$ cat config.mk
export PLATFORM = sky130hd
export DESIGN_NAME = line_follower_ctrl
export DESIGN_NICKNAME = d
export VERILOG_FILES = /design/src/rtl/line_follower_ctrl.sv
export SDC_FILE = /design/constraint.sdc
export NUM_CORES = 1
export LEC_CHECK = 0
export CORE_UTILIZATION = 43
export DETAILED_ROUTE_END_ITERATION = 10
export HOLD_SLACK_MARGIN = 0.06
export MAX_ROUTING_LAYER = met4
export SLEW_MARGIN = 20
export SYNTH_ARGS = -nofsm -noshare
export SYNTH_HDL_FRONTEND = slang
export SYNTH_SLANG_ARGS = --single-unit
$ cat constraint.sdc
create_clock -name clk -period 6.3 [get_ports clk]
set_input_delay 1.89 -clock clk [delete_from_list [all_inputs] [get_ports clk]]
set_output_delay 1.89 -clock clk [all_outputs]
set_load 0.005 [all_outputs]
$ cat src/rtl/line_follower_ctrl.sv
// line_follower_ctrl: debounced N-sensor line follower driving two soft-start, reverse-protected PWM H-bridge channels
module line_follower_ctrl #(
  parameter int N_SENS       = 3,
  parameter int PWM_W        = 8,
  parameter int DEB_CYCLES   = 4,
  parameter int RAMP_STEP    = 8,
  parameter int SPEED_FWD    = 200,
  parameter int SPEED_TURN   = 120,
  parameter int LOST_TIMEOUT = 64
) (
  input  logic              clk,
  input  logic              rst,
  input  logic              en,
  input  logic [N_SENS-1:0] sens,
  output logic              pwm_l,
  output logic              ml_fwd,
  output logic              ml_rev,
  output logic              pwm_r,
  output logic              mr_fwd,
  output logic              mr_rev,
  output logic [2:0]        state,
  output logic              lost
);
  localparam int C  = (N_SENS - 1) / 2;
  localparam int DW = $clog2(DEB_CYCLES) + 1;
  localparam int LW = $clog2(LOST_TIMEOUT) + 1;
  localparam logic [PWM_W-1:0] STEP    = PWM_W'(RAMP_STEP);
  localparam logic [PWM_W-1:0] SP_FWD  = PWM_W'(SPEED_FWD);
  localparam logic [PWM_W-1:0] SP_TURN = PWM_W'(SPEED_TURN);
  typedef enum logic [2:0] {IDLE = 3'd0, FWD = 3'd1, LEFT = 3'd2, RIGHT = 3'd3, SEARCH = 3'd4, STOP = 3'd5} state_t;
  state_t st, nxt, dec;
  logic [N_SENS-1:0] s1, s2, stable;
  logic [DW-1:0] deb [N_SENS];
  logic [PWM_W-1:0] cnt, duty_l, duty_r, tgt_l, tgt_r;
  logic [1:0] dir_l, dir_r, req_l, req_r;
  logic [LW-1:0] lost_cnt;
  logic last_dir, l, r, none, pstart, timeout, run;
  function automatic logic [PWM_W-1:0] ramp(input logic [PWM_W-1:0] d, input logic [PWM_W-1:0] t);
    return (d < t) ? ((t - d > STEP) ? d + STEP : t) : ((d - t > STEP) ? d - STEP : t);
  endfunction
  // direction only flips once the wheel has ramped down to zero duty
  function automatic logic [PWM_W+1:0] motor(input logic [1:0] dir, input logic [PWM_W-1:0] duty,
                                             input logic [1:0] req, input logic [PWM_W-1:0] tgt);
    return (dir != req) ? ((duty == '0) ? {req, duty} : {dir, ramp(duty, '0)}) : {dir, ramp(duty, tgt)};
  endfunction
  // two-flop synchroniser on the asynchronous sensor pins
  always_ff @(posedge clk or posedge rst)
    if (rst) begin
      s1 <= '0;
      s2 <= '0;
    end else begin
      s1 <= sens;
      s2 <= s1;
    end
  // per-bit debounce: accept the new level after DEB_CYCLES consecutive disagreeing samples
  always_ff @(posedge clk or posedge rst)
    if (rst) begin
      stable <= '0;
      for (int i = 0; i < N_SENS; i++) deb[i] <= '0;
    end else begin
      for (int i = 0; i < N_SENS; i++)
        if (s2[i] == stable[i]) deb[i] <= '0;
        else if (deb[i] == DW'(DEB_CYCLES - 1)) begin
          stable[i] <= s2[i];
          deb[i] <= '0;
        end else deb[i] <= deb[i] + 1'b1;
    end
  // free-running PWM counter; a period starts at zero
  always_ff @(posedge clk or posedge rst)
    if (rst) cnt <= '0;
    else cnt <= cnt + 1'b1;
  // sensor decode, next state and per-wheel direction/speed targets
  always_comb begin
    l = |stable[C-1:0];
    r = |stable[N_SENS-1:C+1];
    none = ~|stable;
    pstart = cnt == '0;
    run = st != IDLE && st != STOP;
    timeout = st == SEARCH && none && pstart && lost_cnt == LW'(LOST_TIMEOUT - 1);
    dec = &stable ? STOP : none ? SEARCH : (l && !r) ? LEFT : (r && !l) ? RIGHT : FWD;
    nxt = !en ? IDLE : (st == IDLE) ? FWD : (st == STOP) ? STOP :
          (st == SEARCH && none) ? (timeout ? STOP : SEARCH) : dec;
    req_l = (st == SEARCH && !last_dir) ? 2'b01 : 2'b10;
    req_r = (st == SEARCH && last_dir) ? 2'b01 : 2'b10;
    tgt_l = (st == LEFT || st == SEARCH) ? SP_TURN : SP_FWD;
    tgt_r = (st == RIGHT || st == SEARCH) ? SP_TURN : SP_FWD;
  end
  // steering state, last turn direction and search timeout bookkeeping
  always_ff @(posedge clk or posedge rst)
    if (rst) begin
      st <= IDLE;
      last_dir <= 1'b0;
      lost_cnt <= '0;
      lost <= 1'b0;
    end else begin
      st <= nxt;
      last_dir <= (nxt == RIGHT) ? 1'b1 : (nxt == LEFT) ? 1'b0 : last_dir;
      lost_cnt <= (st == SEARCH && nxt == SEARCH) ? lost_cnt + LW'(pstart) : '0;
      lost <= (nxt != IDLE) && (lost || timeout);
    end
  // duty ramping and direction changes happen only at period starts; idle/stop clear at once
  always_ff @(posedge clk or posedge rst)
    if (rst) begin
      {dir_l, duty_l} <= '0;
      {dir_r, duty_r} <= '0;
    end else if (!run) begin
      {dir_l, duty_l} <= '0;
      {dir_r, duty_r} <= '0;
    end else if (pstart) begin
      {dir_l, duty_l} <= motor(dir_l, duty_l, req_l, tgt_l);
      {dir_r, duty_r} <= motor(dir_r, duty_r, req_r, tgt_r);
    end
  assign pwm_l  = run && (cnt < duty_l);
  assign ml_fwd = run && dir_l[1];
  assign ml_rev = run && dir_l[0];
  assign pwm_r  = run && (cnt < duty_r);
  assign mr_fwd = run && dir_r[1];
  assign mr_rev = run && dir_r[0];
  assign state  = st;
endmodule
# Yosys cells after proc, flatten, opt, wreduce, memory -nomap -nowiden
# Index checks and enable logic that the tools add are counted.
# Widths: inputs -> output; s select.
# op_classes
order_cmp	14
n_mux	46
n_reduce_logical	39
add_sub_neg	15
eq_ne	24
bitwise_logic	3
# op_table
cell	n
$mux 8	18
$gt 8x4->1 const B	8
$mux 10	4
$mux 3	12
$lt 8x8->1	4
$sub 8x8->8	4
$logic_not 8->1	3
$eq 3x2->1 const B	7
$add 8x4->8 const B	2
$logic_and 1x1->1	16
$lt 8x1->1 const B	2
$mux 2	8
$sub 1x8->8 const A	2
$sub 8x4->8 const B	2
$reduce_and 2->1	5
$add 3x1->3 const B	3
$eq 3x3->1 const B	3
$ne 3x3->1 const B	3
$reduce_and 3->1	3
$add 8x1->8 const B	1
$ne 2x1->1 const B	4
$add 7x1->7	1
$eq 7x6->1 const B	1
$mux 7	1
other kinds (11)	24
# totals
regBits	58
in_bits	6
out_inout_bits	10
word_cells	158

# Logic depth before layout (Yosys ltp)
# logic_depth
depth_word	13
ltp_mapped	13
mapped_depth_nobuf	12

# Worst setup path before layout
# OpenSTA, ideal clock, no wires.
# synth_path
kind	flip-flop to output port
from	reg duty_r[3]
to	out pwm_r
path_stages_with_launch	9
required_ps	4410
arrival_ps	1774
slack_ps	2636
path_cell_list	dfrtp_1 clkbuf_1 inv_1 ha_1 o21a_1 o21a_1 o21ai_0 nand2b_1 a211oi_1
# synth_between
elab_chain_len	2
# synth_lines
item	line_no	rtl
start: declaration	34	logic [PWM_W-1:0] cnt, duty_l, duty_r, tgt_l, tgt_r;
start signal: assignment	111	{dir_r, duty_r} <= motor(dir_r, duty_r, req_r, tgt_r);
$lt 8x8->1	116	assign pwm_r = run && (cnt < duty_r);
$logic_and 1x1->1	116	
end: declaration	18	output logic pwm_r,
# No other way between the ends.

# Final worst setup path
# Same ends and word-level chain as after synthesis.

==> impl_metrics.py <==
metrics = {
    "timing": {
        "tightest_slew_ns": 1.10,
        "fin_crit_ns": 4.57,
        "timing.fmax_mhz": 219,
        "rsz0062_at_grt": "false",
        "hold_viol": 0,
        "setup_viol": 0,
        "slew_viol_final": 0,
        "relSlewSlack_pct": 26.2,
        "skew_ns": 0.0149,
        "period_share_pct": 72.5,
        "setup_tns_ns": 0,
        "hold_slack_ns": 0.360,
    },
    "synthesis": {
        "ys_warn_count": 0,
        "synthCells": 402,
        "ys_types": 57,
        "synth_top_flop_cell": "dfrtp_1",
        "async_flop_share_pct": 100,
        "synth_top_area_cell": "dfrtp_1",
        "ys_ff_latch": 52,
        "syn-num-nets": 447,
        "syn_avg_cell_area_um2": 9.22,
        "synthTopCellsByArea": "dfrtp_1, ha_1, xnor2_1",
        "synth_top_area_share_pct": 35.1,
        "synth-seq-area-share_pct": 35.1,
        "syn_area_um2": 3710,
        "synth-edff-count": 0,
    },
    "floorplan": {
        "die_y_um": 94.8,
        "start_util_pct": 44.9,
        "core_area_um2": 8260,
        "io_pins": 16,
        "die_area_um2": 8990,
        "rows": 33,
        "dieWidth_um": 94.8,
    },
    "critical_path": {
        "crit_type": "flop to output pin",
        "cp_slowest_cell": "dfrtp_1",
        "path_common_cell": "o21a_1",
        "cp_max_fo": 13,
        "crit_buf_inv": 2,
        "cp-end-kind": "output pin",
        "cp-start-kind": "flop",
        "arrival_ns": 2.68,
        "r2r_slack_ns": 2.54,
        "path_cells": "inv_1 -> ha_1 -> o21a_1 -> o21a_1 -> o21ai_0 -> nand2b_1 -> a211oi_1 -> clkdlybuf4s50_1",
        "slowest_delay_ns": 0.63,
        "required_ns": 4.41,
        "cp_top_family": "compound AO/OA/AOI/OAI gates",
    },
    "global_routing": {
        "grt-ovfl-total": 0,
        "antenna_found_initial": 0,
        "grt_pass1_vias": 2927,
        "grt_pass1_wl_mm": 13.5,
        "grt.total_usage_pct": 19.5,
        "grt_max_degree": 53,
    },
    "route": {
        "vias": 2929,
        "dr.pass1.iters": 4,
        "ant_nets": 0,
        "drc": 0,
        "drt_iter0_drc": 86,
        "post_drt_wl_per_cell_um": 14.7,
        "postRouteWirelength_mm": 7.62,
        "vias_per_cell": 5.67,
    },
    "power": {
        "leakagePower_uw": 0.00175,
        "powerDensity_nw_per_um2": 247,
        "ir_drop_mv": 0.149,
    },
    "cts": {
        "post_cts_buffers": 0,
        "path_clk_slew_ns": 0.11,
        "clock_sinks": 52,
        "cts_max_level": 2,
        "worstSkewPairLatency_ns": 0.31,
        "cts-hold-fix-buffers": 0,
        "cts_made_buffers": 5,
        "root_buffer": "clkbuf_8",
        "cts_resized": 0,
        "cts_tree": "yes",
        "clk_path_buf_depth": 2,
    },
    "finish": {
        "final_common_cell": "dfrtp_1",
        "finalNonFillerCells": 517,
        "n_antenna_cell": 0,
        "finalNetCount": 456,
        "drive_gt1_share_pct": 5.34,
        "syn2layout_area_growth_pct": 9.08,
        "most-common-layout-cells": "dfrtp_1, ha_1, nor2_1",
    },
    "run_status": {
        "outcome": "completed",
    },
    "placed_design": {
        "globalplace.congestion": 0.922,
        "dp_hpwl_mm": 5.55,
        "port_buffers": 15,
        "dp.cells": 509,
    },
    "job": {
        "cap_violations": 0,
    },
    "hold_path": {
        "hp-class": "flop to flop",
    },
}
[kinds of logic (layout without fill, tap and decap cells)]
family,count (synthesis),after routing,synth area share (%)
and+or+nand+nor,145,145,20.5
DFF,52,52,35.1
muxes,10,10,2.90
AOI/OAI and AO/OA,90,90,17.3
xor gates and xnor gates,29,29,6.85
adders and majority gates,39,39,13.6
buffers and inverters,37,47,3.78
[layer usage]
| metal | up-vias | part of all wire (%) | GRT usage [%] | wire length, µm |
|---|---|---|---|---|
| met4 | 0 | 0.56 | 4.92 | 43 |
| met3 | 4 | 3.8 | 2.98 | 291 |
| met1 | 1392 | 49 | 26.0 | 3760 |
| met5 | - | 0 | - | 0 |
| met2 | 68 | 46 | 31.2 | 3520 |
| li1 | 1465 | - | - | - |
[per-stage QoR]
step / total power, µW / cell area (µm²) / worst slack [ns] / utilization [%]
2_1_floorplan: 693 / 3710 / 2.64 / -
3_3_place_gp: 793 / 3950 / 2.15 / 47.8
3_5_place_dp: 794 / 3950 / 2.09 / 47.8
4_1_cts: 1010 / 4040 / 1.71 / 49.0
5_1_grt: 1080 / 4040 / 1.54 / 49.0
6_report: 1000 / 4040 / 1.73 / 49.0
[where the power goes]
part	internal [µW]	leakage (µW)	switching (µW)	total [µW]
clock network	84.2	0.0000511	126	210
logic	152	0.00102	212	364
registers	371	0.000682	55.5	426
[area by class of cell]
type,instances,area [µm²]
clock inverters,3,28.8
flip-flops and latches,52,1300
clock buffers,5,68.8
multi-input cells,313,2260
fillers,801,4220
well taps,105,131
inverters,22,82.6
repair buffers,17,165
[flip-flops by register name, indices dropped and copies added (netlist names)]
| register | flops |
|---|---|
| lost_cnt | 7 |
| duty_l | 5 |
| last_dir | 1 |
| s2 | 3 |
| dir_l | 2 |
| state | 3 |
| s1 | 3 |
| lost | 1 |
| dir_r | 2 |
| duty_r | 5 |
| stable | 3 |
| deb | 9 |
| cnt | 8 |
[path summary, 6_finish.rpt]
check	from	to	cells past startpoint
worst max-delay path	duty_r[3]	pwm_r	8
worst min-delay path	s1[2]	s2[2]	0
worst max register to register	state[1]	duty_r[4]	12
worst min register to register	s1[2]	s2[2]	0
max in group asynchronous	rst	duty_l[5]	3
min in group asynchronous	rst	s2[1]	3
[synthesized netlist by cell type, drive strengths merged (5+ instances only)]
master	n
and2	5
nand4	5
inv	21
xor2	12
o21ai	17
and3	7
ha	37
nand2b	8
clkbuf	14
nor3	13
mux2	6
o21a	7
xnor2	17
dfrtp	52
nor2	27
nor2b	15
a21oi	13
nand3	26
nor3b	5
nand2	21
Note: power is estimated with default switching activity, not from simulation.
